## src/rtl/sdram_arb_pkg.sv

```systemverilog
// Shared definitions for the SDRAM request arbiter.
//   ADDR_W_DEF / DATA_W_DEF : default SDRAM byte-address and data widths (32 MB x8)
//   arb_state_t             : arbiter FSM states
//   timer_width()           : bits needed for a timer that counts 0..timeout
package sdram_arb_pkg;

    localparam int ADDR_W_DEF = 25;
    localparam int DATA_W_DEF = 8;

    typedef enum logic [1:0] {
        ST_IDLE  = 2'd0,
        ST_ISSUE = 2'd1,
        ST_WAIT  = 2'd2
    } arb_state_t;

    function automatic int timer_width(input int timeout);
        return (timeout < 1) ? 1 : $clog2(timeout + 1);
    endfunction

endpackage

```

## src/rtl/rr_pick.sv

```systemverilog
// Combinational rotating-priority picker.
//   valid  : request vector
//   ptr    : index with highest priority this round
//   onehot : one-hot winner (zero when nothing is valid)
//   idx    : binary index of the winner (zero when nothing is valid)
// The winner is the first valid index >= ptr, wrapping back to 0.
module rr_pick #(
    parameter int N     = 2,
    parameter int IDX_W = (N > 1) ? $clog2(N) : 1
) (
    input  logic [N-1:0]     valid,
    input  logic [IDX_W-1:0] ptr,
    output logic [N-1:0]     onehot,
    output logic [IDX_W-1:0] idx
);

    logic hit;

    // First pass looks at ptr..N-1, second pass wraps to 0..ptr-1.
    always_comb begin
        onehot = '0;
        idx    = '0;
        hit    = 1'b0;
        for (int i = 0; i < N; i++) begin
            if (!hit && valid[i] && (i >= int'(ptr))) begin
                hit       = 1'b1;
                idx       = IDX_W'(i);
                onehot[i] = 1'b1;
            end
        end
        for (int i = 0; i < N; i++) begin
            if (!hit && valid[i]) begin
                hit       = 1'b1;
                idx       = IDX_W'(i);
                onehot[i] = 1'b1;
            end
        end
    end

endmodule

```

## src/rtl/sdram_req_arbiter.sv

```systemverilog
// Shares one SDRAM controller port between NUM_REQ requesters.
// Requester 0 has fixed priority, capped at PRIO_MAX consecutive grants while
// others wait; requesters 1..NUM_REQ-1 are served round-robin. One transaction
// is outstanding at a time; the response is routed back to its owner.
//
// Ports:
//   clock, rst_n              : system clock, async active-low reset
//   req_valid/rw/addr/wdata   : per-requester request (addr/wdata packed by index)
//   req_ack                   : one-cycle accept pulse to the winner
//   rsp_valid/rdata/err       : one-cycle completion pulse, read data, timeout flag
//   sd_valid/rw/addr/wdata    : command strobe and latched fields to the controller
//   sd_busy/done/rdata        : controller back-pressure, completion, read data
//   err                       : sticky timeout flag
//
// state | meaning
// ------+-------------------------------------------------------------
// IDLE  | no transaction; arbitrate and latch the winner's fields
// ISSUE | strobe command to controller once sd_busy is low
// WAIT  | wait for sd_done or timeout, then respond to the winner
module sdram_req_arbiter
    import sdram_arb_pkg::*;
#(
    parameter int NUM_REQ  = 3,
    parameter int ADDR_W   = ADDR_W_DEF,
    parameter int DATA_W   = DATA_W_DEF,
    parameter int PRIO_MAX = 4,
    parameter int TIMEOUT  = 255
) (
    input  logic                      clock,
    input  logic                      rst_n,
    input  logic [NUM_REQ-1:0]        req_valid,
    input  logic [NUM_REQ-1:0]        req_rw,
    input  logic [NUM_REQ*ADDR_W-1:0] req_addr,
    input  logic [NUM_REQ*DATA_W-1:0] req_wdata,
    output logic [NUM_REQ-1:0]        req_ack,
    output logic [NUM_REQ-1:0]        rsp_valid,
    output logic [DATA_W-1:0]         rsp_rdata,
    output logic                      rsp_err,
    output logic                      sd_valid,
    output logic                      sd_rw,
    output logic [ADDR_W-1:0]         sd_addr,
    output logic [DATA_W-1:0]         sd_wdata,
    input  logic                      sd_busy,
    input  logic                      sd_done,
    input  logic [DATA_W-1:0]         sd_rdata,
    output logic                      err
);

    localparam int IDX_W   = $clog2(NUM_REQ);
    localparam int RR_N    = NUM_REQ - 1;
    localparam int RR_W    = (RR_N > 1) ? $clog2(RR_N) : 1;
    localparam int PRIO_W  = $clog2(PRIO_MAX + 1);
    localparam int TIMER_W = timer_width(TIMEOUT);

    arb_state_t           state_q, state_d;
    logic [IDX_W-1:0]     win_q, win_d;
    logic [IDX_W-1:0]     rr_ptr_q, rr_ptr_d;
    logic [PRIO_W-1:0]    prio_q, prio_d;
    logic [TIMER_W-1:0]   timer_q, timer_d;
    logic                 rw_q, rw_d;
    logic [ADDR_W-1:0]    addr_q, addr_d;
    logic [DATA_W-1:0]    wdata_q, wdata_d;
    logic [NUM_REQ-1:0]   rsp_valid_q, rsp_valid_d;
    logic [DATA_W-1:0]    rsp_rdata_q, rsp_rdata_d;
    logic                 rsp_err_q, rsp_err_d;
    logic                 err_q, err_d;

    logic [RR_N-1:0]      pick_onehot;
    logic [RR_W-1:0]      pick_idx;
    logic [RR_W-1:0]      pick_ptr;
    logic                 others_valid;
    logic                 grant0;
    logic [IDX_W-1:0]     win_next;
    logic [NUM_REQ-1:0]   win_onehot;
    logic                 sel_rw;
    logic [ADDR_W-1:0]    sel_addr;
    logic [DATA_W-1:0]    sel_wdata;

    // rr_ptr lives in 1..NUM_REQ-1; the picker works on the 0-based sub-vector.
    assign pick_ptr = RR_W'(rr_ptr_q - IDX_W'(1));

    rr_pick #(
        .N     (RR_N),
        .IDX_W (RR_W)
    ) u_rr_pick (
        .valid  (req_valid[NUM_REQ-1:1]),
        .ptr    (pick_ptr),
        .onehot (pick_onehot),
        .idx    (pick_idx)
    );

    // The picker produces a winner exactly when some requester 1..N-1 is valid.
    assign others_valid = |pick_onehot;
    assign grant0       = req_valid[0] && ((prio_q < PRIO_W'(PRIO_MAX)) || !others_valid);
    assign win_next     = grant0 ? '0 : (IDX_W'(pick_idx) + IDX_W'(1));
    assign win_onehot   = NUM_REQ'(1) << win_q;

    always_comb begin
        sel_rw    = 1'b0;
        sel_addr  = '0;
        sel_wdata = '0;
        for (int i = 0; i < NUM_REQ; i++) begin
            if (win_next == IDX_W'(i)) begin
                sel_rw    = req_rw[i];
                sel_addr  = req_addr[i*ADDR_W +: ADDR_W];
                sel_wdata = req_wdata[i*DATA_W +: DATA_W];
            end
        end
    end

    always_comb begin
        state_d     = state_q;
        win_d       = win_q;
        rr_ptr_d    = rr_ptr_q;
        prio_d      = prio_q;
        timer_d     = timer_q;
        rw_d        = rw_q;
        addr_d      = addr_q;
        wdata_d     = wdata_q;
        rsp_valid_d = '0;
        rsp_rdata_d = rsp_rdata_q;
        rsp_err_d   = 1'b0;
        err_d       = err_q;
        sd_valid    = 1'b0;
        req_ack     = '0;

        case (state_q)
            ST_IDLE: begin
                if (|req_valid) begin
                    win_d   = win_next;
                    rw_d    = sel_rw;
                    addr_d  = sel_addr;
                    wdata_d = sel_wdata;
                    if (grant0) begin
                        if (prio_q != PRIO_W'(PRIO_MAX)) begin
                            prio_d = prio_q + PRIO_W'(1);
                        end
                    end else begin
                        prio_d = '0;
                        if (win_next == IDX_W'(NUM_REQ - 1)) begin
                            rr_ptr_d = IDX_W'(1);
                        end else begin
                            rr_ptr_d = win_next + IDX_W'(1);
                        end
                    end
                    state_d = ST_ISSUE;
                end
            end

            ST_ISSUE: begin
                if (!sd_busy) begin
                    sd_valid = 1'b1;
                    req_ack  = win_onehot;
                    timer_d  = '0;
                    state_d  = ST_WAIT;
                end
            end

            ST_WAIT: begin
                timer_d = timer_q + TIMER_W'(1);
                // Completion takes precedence over a coincident timeout.
                if (sd_done) begin
                    rsp_valid_d = win_onehot;
                    rsp_rdata_d = sd_rdata;
                    state_d     = ST_IDLE;
                end else if (timer_q == TIMER_W'(TIMEOUT)) begin
                    rsp_valid_d = win_onehot;
                    rsp_err_d   = 1'b1;
                    err_d       = 1'b1;
                    state_d     = ST_IDLE;
                end
            end

            default: state_d = ST_IDLE;
        endcase
    end

    always_ff @(posedge clock or negedge rst_n) begin
        if (!rst_n) begin
            state_q     <= ST_IDLE;
            win_q       <= '0;
            rr_ptr_q    <= IDX_W'(1);
            prio_q      <= '0;
            timer_q     <= '0;
            rw_q        <= 1'b0;
            addr_q      <= '0;
            wdata_q     <= '0;
            rsp_valid_q <= '0;
            rsp_rdata_q <= '0;
            rsp_err_q   <= 1'b0;
            err_q       <= 1'b0;
        end else begin
            state_q     <= state_d;
            win_q       <= win_d;
            rr_ptr_q    <= rr_ptr_d;
            prio_q      <= prio_d;
            timer_q     <= timer_d;
            rw_q        <= rw_d;
            addr_q      <= addr_d;
            wdata_q     <= wdata_d;
            rsp_valid_q <= rsp_valid_d;
            rsp_rdata_q <= rsp_rdata_d;
            rsp_err_q   <= rsp_err_d;
            err_q       <= err_d;
        end
    end

    assign sd_rw     = rw_q;
    assign sd_addr   = addr_q;
    assign sd_wdata  = wdata_q;
    assign rsp_valid = rsp_valid_q;
    assign rsp_rdata = rsp_rdata_q;
    assign rsp_err   = rsp_err_q;
    assign err       = err_q;

endmodule

```

## config.mk

```make
export PLATFORM = sky130hd
export DESIGN_NAME = sdram_req_arbiter
export DESIGN_NICKNAME = d
export VERILOG_FILES = /design/src/rtl/sdram_arb_pkg.sv /design/src/rtl/rr_pick.sv /design/src/rtl/sdram_req_arbiter.sv
export SDC_FILE = /design/constraint.sdc
export NUM_CORES = 1
export LEC_CHECK = 0
export ABC_AREA = 1
export CORE_AREA = 4 4 99 101
export DETAILED_ROUTE_END_ITERATION = 12
export DIE_AREA = 0 0 103 105
export MAX_ROUTING_LAYER = met4
export PLACE_DENSITY = 0.87
export SYNTH_ARGS = -nofsm -noshare
export SYNTH_HDL_FRONTEND = slang
export SYNTH_SLANG_ARGS = --single-unit
```

## constraint.sdc

```tcl
create_clock -name clock -period 1.7 [get_ports clock]
set_clock_uncertainty 0.1 [all_clocks]
set_input_delay 0.17 -clock clock [delete_from_list [all_inputs] [get_ports clock]]
set_output_delay 0.17 -clock clock [all_outputs]
set_load 0.02 [all_outputs]
```

==> results.md, run 1 <==
* FF-to-FF path depth at 8
* Post-Syn Area at 3500 um2
* Period utilisation layout at 94.9%
* Slew HR at 77.6%
* CP Data Required Time at 1.43 ns
* Combinational power share at 53.8%
* Vert. Die Dim at 105 um
* Nets at 740
* Syn nets at 565
* Vias in the first global route at 3725
* Layout cell share with drive strength beyond 1 at 10.2%
* Mux share of post-synthesis cell area at 2.58%
* DP Area at 5370 um2
* ANT nets after route at 0
* RR Endpoint: err
* Fin. Hold Viols at 0
* DP HPWL at 8130 um
* # DRC at 0
* Int Pwr at 4.82 mW
* Place WS at -0.184 ns
* Sw power at 3.37 mW
* Sequential Power Share at 30.1%
* Worst Setup End Kind: output port
* Fin worst setup slack at 0.0871 ns
* Root Driver: clkbuf_8
* Power density over the cells at 1470 nW/um2
* Final count of negative-setup-slack endpoints at 0
* Post-CTS Setup Inserts at 0
* WP buf/inv at 1
* WL/cell at 14.5 um
* Post-route setup TNS at 0 ns
* Max_cap viols at 0
* Sw frac at 41.1%
* GP Congestion at 0.889
* PortBufs at 167
* Outcome: finished clean
* Clock buffer count from CTS at 9
* Initial DRC count at 133
* Fmax at 620 MHz
* CTS tree: done
* Classification of the worst-slack hold path: input port to asynchronous set/reset pin
* Num rows at 35
* Yosys reg bits at 63
* Die Width at 103 um
* Top post-synthesis cells by area: dfrtp_1 (44%), nand2_1 (18%), nand3_1 (7.2%), nand3b_1 (5.8%), buf_6 (3.2%)
* Fillers at 764
* Die Area at 10800 um2
* Clock Sinks at 63
* Cells along the critical path: clkdlybuf4s50_1
* Flop2flop setup slack at 0.16 ns
* Share of the yosys chip area belonging to registers at 45.1%
* Pre-antenna DRT Iters at 4
* Post-synthesis xor/xnor area fraction at 0.250%
* Crit path max fanout at 2
* P&R area growth vs syn at 59.2%
* Crit-path max cell delay at 0.64 ns
* DR vias/cell at 4.95
* Largest net degree at the start of global routing at 64
* Worst-Margin Slew at 0.336 ns
* Final cell count without fillers at 736
* Total GRT Usage at 20.2%
* Grt total ovfl at 0
* Core area at 9020 um2
* Leakage power total at 2.57 nW
* Longest Clk Path Bufs at 2
* RSZ-0062 raised after global routing: no
* Slew Limit Fails at 0
* Clk pin slew, worst setup/hold paths at 0.08 ns
* Cell count after synthesis at 445
* Area share of and/or/nand/nor cells after synthesis at 36.5%
* Largest area contributor in the netlist: dfrtp_1
* Clk network pwr share at 16.1%
* I/O Pins at 168
* Max VDD drop at 0.000743 V
* CP Class: register to output port
* Compound-Gate Fraction of Synth Area at 6.83%
* H-Tree Depth at 3
* Yosys warnings at 0
* Crit-path leading delay family: buffers and inverters
* Post-synth top area share at 44.4%
* RR Startpoint: timer_q[0]
* Adder-cell share of the synthesized area at 1.07%
* Netlist cell types at 28
* Final WL at 10600 um
* Placed Instances at 719
* Ant diodes at 0
* Post-Syn Area per Cell at 7.86 um2
* Startpoint Class: register
* First-pass GRT wire length at 16800 um
* Final min period at 1.61 ns
* Initial antenna violation count at 0
* Critical-path top delay cell: clkdlybuf4s50_1
* Largest family of logic cells by synthesized area: simple AND/OR/NAND/NOR gates
* Crit path arrival time at 1.34 ns
* Starting density of the core at 38.8%
* Finished Cell Area at 5570 um2
* Clk_lat worst skew at 0.33 ns
* Vias after detailed routing at 3644
layer usage:
metal,up-vias,GRT usage (%),wire [um]
met3,27,5.01,720
met1,1673,22.9,4370
met2,141,33.7,5270
met5,-,-,0
li1,1803,-,-
met4,0,8.23,278
synthesized netlist by cell type:
| library cell | n |
|---|---|
| inv_4 | 1 |
| clkbuf_1 | 3 |
| nand2_1 | 166 |
| nor3_1 | 1 |
| o31ai_1 | 1 |
| nor2_1 | 23 |
| xor2_1 | 1 |
| buf_4 | 3 |
| o21ai_0 | 20 |
| a21oi_1 | 2 |
| mux2_1 | 2 |
| o22ai_1 | 2 |
| or2_2 | 1 |
| inv_2 | 3 |
| nor2_4 | 4 |
| dfrtp_1 | 62 |
| nand4_1 | 4 |
| ha_1 | 3 |
| buf_2 | 7 |
| dfstp_2 | 1 |
| nand3b_1 | 27 |
| buf_6 | 10 |
| o21ai_2 | 1 |
| nand3_1 | 50 |
| nand2_4 | 3 |
| mux2_2 | 6 |
| o21ai_1 | 20 |
| inv_1 | 18 |
flip-flops by register name, indices dropped and copies added, names as in the netlist:
register / flops
prio_q: 3
rsp_valid: 3
err: 1
sd_wdata: 8
win_q: 2
state_q: 2
rsp_rdata: 8
rr_ptr_q: 1
sd_addr: 25
sd_rw: 1
rsp_err: 1
timer_q: 8
worst max path at each step:
stage	cells after the start	start	endpoint
after floorplan	5	state_q[1]	req_ack[0]
after global placement	5	sd_busy	req_ack[2]
after detailed placement	5	sd_busy	req_ack[1]
after CTS	6	state_q[1]	req_ack[0]
after global routing	6	state_q[1]	req_ack[1]
final	1	rsp_rdata[0]	rsp_rdata[0]
per-stage QoR:
stage	utilization (%)	power (mW)	hold WS, ns
2_1_floorplan	-	4.89	-0.226
3_3_place_gp	59.5	6.77	0.101
3_5_place_dp	59.5	6.93	0.107
4_1_cts	61.8	8.28	0.279
5_1_grt	61.7	8.78	0.272
6_report	61.7	8.18	0.269
power groups by stage:
stage	Combinational [mW]	Clock [mW]	Sequential, mW
final	4.41	1.32	2.46
after global routing	4.81	1.44	2.54
after CTS	4.45	1.36	2.46
after detailed placement	4.45	0	2.48
after global placement	4.31	0	2.45
after floorplan	1.81	0	3.08
kinds of logic (layout without fill, tap and decap cells):
family	count (synthesis)	after routing
flops	63	63
simple gates	279	279
buf+inv	45	225
fa+ha+maj	3	3
mux	8	8
compound gates	46	46
xor+xnor	1	1
timing repair:
item / in CTS / in global routing
endpoints found under the hold margin: 62 / 0
endpoints found under the setup margin: 4 / 6
hold buffers: 1 / 0
gates resized for setup: 14 / 5
gates cloned: 0 / 0
placed cells by master (no fill, tap or decap), drive strengths merged:
cell type | Yosys | layout
a21oi | 2 | 2
buf | 20 | 24
bufinv | 0 | 1
clkbuf | 3 | 9
clkdlybuf4s50 | 0 | 162
clkinv | 0 | 2
clkinvlp | 0 | 2
dfrtp | 62 | 62
dfstp | 1 | 1
dlygate4sd3 | 0 | 1
ha | 3 | 3
inv | 22 | 24
mux2 | 8 | 8
nand2 | 169 | 169
nand3 | 50 | 50
nand3b | 27 | 27
nand4 | 4 | 4
nor2 | 27 | 27
nor3 | 1 | 1
o21ai | 41 | 41
o22ai | 2 | 2
o31ai | 1 | 1
or2 | 1 | 1
xor2 | 1 | 1
cell type report:
cell class / count / area (um2) / share of cell area, %
Clock buffer: 9 / 124 / 2.22
Inverter: 22 / 85.1 / 1.53
Clock inverter: 7 / 80.1 / 1.44
Timing Repair Buffer: 187 / 1900 / 34.1
Sequential cell: 63 / 1580 / 28.3
Tap cell: 111 / 139 / 2.49
Multi-Input combinational cell: 337 / 1660 / 29.9
No activity file was read; power rests on OpenSTA's default activity.
==> inputs of run 2 (changes only) <==
--- a/config.mk
+++ b/config.mk
@@ -6,11 +6,14 @@
 export NUM_CORES = 1
 export LEC_CHECK = 0
 export ABC_AREA = 1
-export CORE_AREA = 4 4 99 101
+export CELL_PAD_IN_SITES_DETAIL_PLACEMENT = 0
+export CELL_PAD_IN_SITES_GLOBAL_PLACEMENT = 2
+export CORE_AREA = 4 4 138 140
 export DETAILED_ROUTE_END_ITERATION = 12
-export DIE_AREA = 0 0 103 105
+export DIE_AREA = 0 0 142 144
 export MAX_ROUTING_LAYER = met4
-export PLACE_DENSITY = 0.87
+export PLACE_DENSITY = 0.86
 export SYNTH_ARGS = -nofsm -noshare
 export SYNTH_HDL_FRONTEND = slang
 export SYNTH_SLANG_ARGS = --single-unit
+export TNS_END_PERCENT = 20
==> constraint.sdc (replaced) <==
create_clock -name clock -period 1.45 [get_ports clock]
set_clock_uncertainty 0.1 [all_clocks]
set_input_delay 0.145 -clock clock [delete_from_list [all_inputs] [get_ports clock]]
set_output_delay 0.145 -clock clock [all_outputs]
set_load 0.02 [all_outputs]
==> results.md, run 2 (synthesized netlist as in run 1, its figures left out) <==
* Outcome: finished, violations left
* Failing checks: negative setup slack
* Num rows at 49
* Startpoint Class: register
* Root Driver: clkbuf_16
* Clock Sinks at 63
* Leakage power total at 2.91 nW
* Slew Limit Fails at 0
* P&R area growth vs syn at 77.1%
* CP Class: register to register
* Die Area at 20400 um2
* Final min period at 1.45 ns
* Worst Setup End Kind: register
* Slew HR at 75.8%
* Classification of the worst-slack hold path: input port to asynchronous set/reset pin
* RSZ-0062 raised after global routing: yes
* Final count of negative-setup-slack endpoints at 2
* CP Data Required Time at 1.57 ns
* Clk_lat worst skew at 0.33 ns
* Initial antenna violation count at 1
* Crit path arrival time at 1.57 ns
* Grt total ovfl at 0
* ANT nets after route at 0
* Fillers at 1843
* DR vias/cell at 4.31
* Vias after detailed routing at 3788
* Power density over the cells at 1680 nW/um2
* Clk pin slew, worst setup/hold paths at 0.05 ns
* # DRC at 0
* Post-route setup TNS at -0.00100 ns
* Fin. Hold Viols at 0
* Die Width at 142 um
* WL/cell at 15.4 um
* Most frequent cells in the layout: nand2_1 (159), clkdlybuf4s50_1 (114), dfrtp_1 (62)
* Fin worst setup slack at -0.000836 ns
* Total GRT Usage at 12.9%
* I/O Pins at 168
* Final WL at 13500 um
* Largest register FFs at 25
* Max_cap viols at 0
* Period utilisation layout at 100%
* First-pass GRT wire length at 20100 um
* Flop2flop setup slack at -0.0008 ns
* Place WS at -0.358 ns
* PortBufs at 167
* DP HPWL at 9470 um
* Layout cell share with drive strength beyond 1 at 17.7%
* Clock buffer count from CTS at 9
* Core area at 17800 um2
* Pre-antenna DRT Iters at 4
* Nets at 765
* Vias in the first global route at 3886
* GP Congestion at 0.836
* Starting density of the core at 19.6%
* Crit path max fanout at 9
* Max VDD drop at 0.000705 V
* Commonest non-fill, non-tap cell in the layout: nand2_1
* H-Tree Depth at 3
* Fmax at 689 MHz
* Initial DRC count at 173
* CTS tree: done
* Vert. Die Dim at 144 um
* Longest Clk Path Bufs at 2
* Largest net degree at the start of global routing at 41
* Worst-Margin Slew at 0.364 ns
==> run 2: cell types whose count changed in the layout (fill, tap and decap cells not counted), sizes merged <==
cell	before	now
clkbuf	9	17
dlygate4sd2	0	48
clkdlybuf4s50	162	114
clkinvlp	2	0
buf	24	44
inv	24	22
diode	0	1
bufinv	1	0
==> run 2: repair_timing <==
item	CTS	global route
gates cloned	0	5
gates resized for setup	92	40
pin swaps	2	12
setup buffers	1	4
setup endpoints to repair	75	52
hold buffers	1	0
endpoints found under the hold margin	49	0
==> run 2: routing by layer <==
metal	wire [um]	track usage [%]	vias up	part of all wire, %
met5	0	-	-	0
met3	765	3.04	19	5.7
met1	5670	14.4	1801	42
met4	308	5.51	0	2.3
li1	-	-	1856	-
met2	6760	22.0	112	50
==> run 2: final timing paths <==
| path | startpoint | end | cells past startpoint |
|---|---|---|---|
| worst min-delay path | rst_n | sd_addr[21] | 2 |
| worst max register to register | rr_ptr_q[0] | sd_addr[20] | 8 |
| worst min register to register | err | err | 1 |
| max in group asynchronous | rst_n | sd_addr[19] | 3 |
| min in group clock | sd_rdata[1] | rsp_rdata[1] | 2 |
| worst max-delay path | rr_ptr_q[0] | sd_addr[20] | 8 |
==> run 2: worst max-delay path, stage by stage, from the launching register on <==
cell and delay [ns]:
dfstp_2 0.54, nand2_2 0.07, nand2_4 0.10, inv_8 0.07, clkbuf_16 0.17, o21ai_2 0.11
nand2_1 0.06, nand3_1 0.06, nand2_1 0.05
==> run 2: report_power, final <==
part / switching [mW] / internal [mW]
logic: 3.17 / 2.49
registers: 0.371 / 2.49
clock network: 0.755 / 1.13
total: 4.30 / 6.11
==> run 2: cell type report <==
cell class / instances / area (um2) / share of cell area (%)
timing repair buffer: 212 / 2170 / 35.1
multi-input combinational: 337 / 1810 / 29.2
sequential: 63 / 1580 / 25.5
tap: 229 / 287 / 4.63
clock buffer: 12 / 236 / 3.82
inverter: 22 / 97.6 / 1.58
clock inverter: 2 / 10.0 / 0.162
antenna: 1 / 2.50 / 0.0404
==> run 2: stage by stage <==
| stage | util, % | hold WS (ns) | instance area (um2) | cells | power [mW] |
|---|---|---|---|---|---|
| floorplan | - | -0.251 | 3500 | 445 | 5.74 |
| global placement | 31.6 | -0.00787 | 5640 | 852 | 8.36 |
| detailed placement | 31.6 | -0.00505 | 5640 | 852 | 8.46 |
| CTS | 33.0 | 0.181 | 5890 | 868 | 10.1 |
| global route | 34.7 | 0.201 | 6190 | 878 | 11.2 |
| finish | 34.7 | 0.170 | 6190 | 878 | 10.4 |
==> inputs of run 3 (changes only) <==
--- a/config.mk
+++ b/config.mk
@@ -6,6 +6,7 @@
 export NUM_CORES = 1
 export LEC_CHECK = 0
 export ABC_AREA = 1
+export CAP_MARGIN = 20
 export CELL_PAD_IN_SITES_DETAIL_PLACEMENT = 0
 export CELL_PAD_IN_SITES_GLOBAL_PLACEMENT = 2
 export CORE_AREA = 4 4 138 140
==> results of run 3 <==
The final DEF is identical to that of run 2; final timing and power are the same.
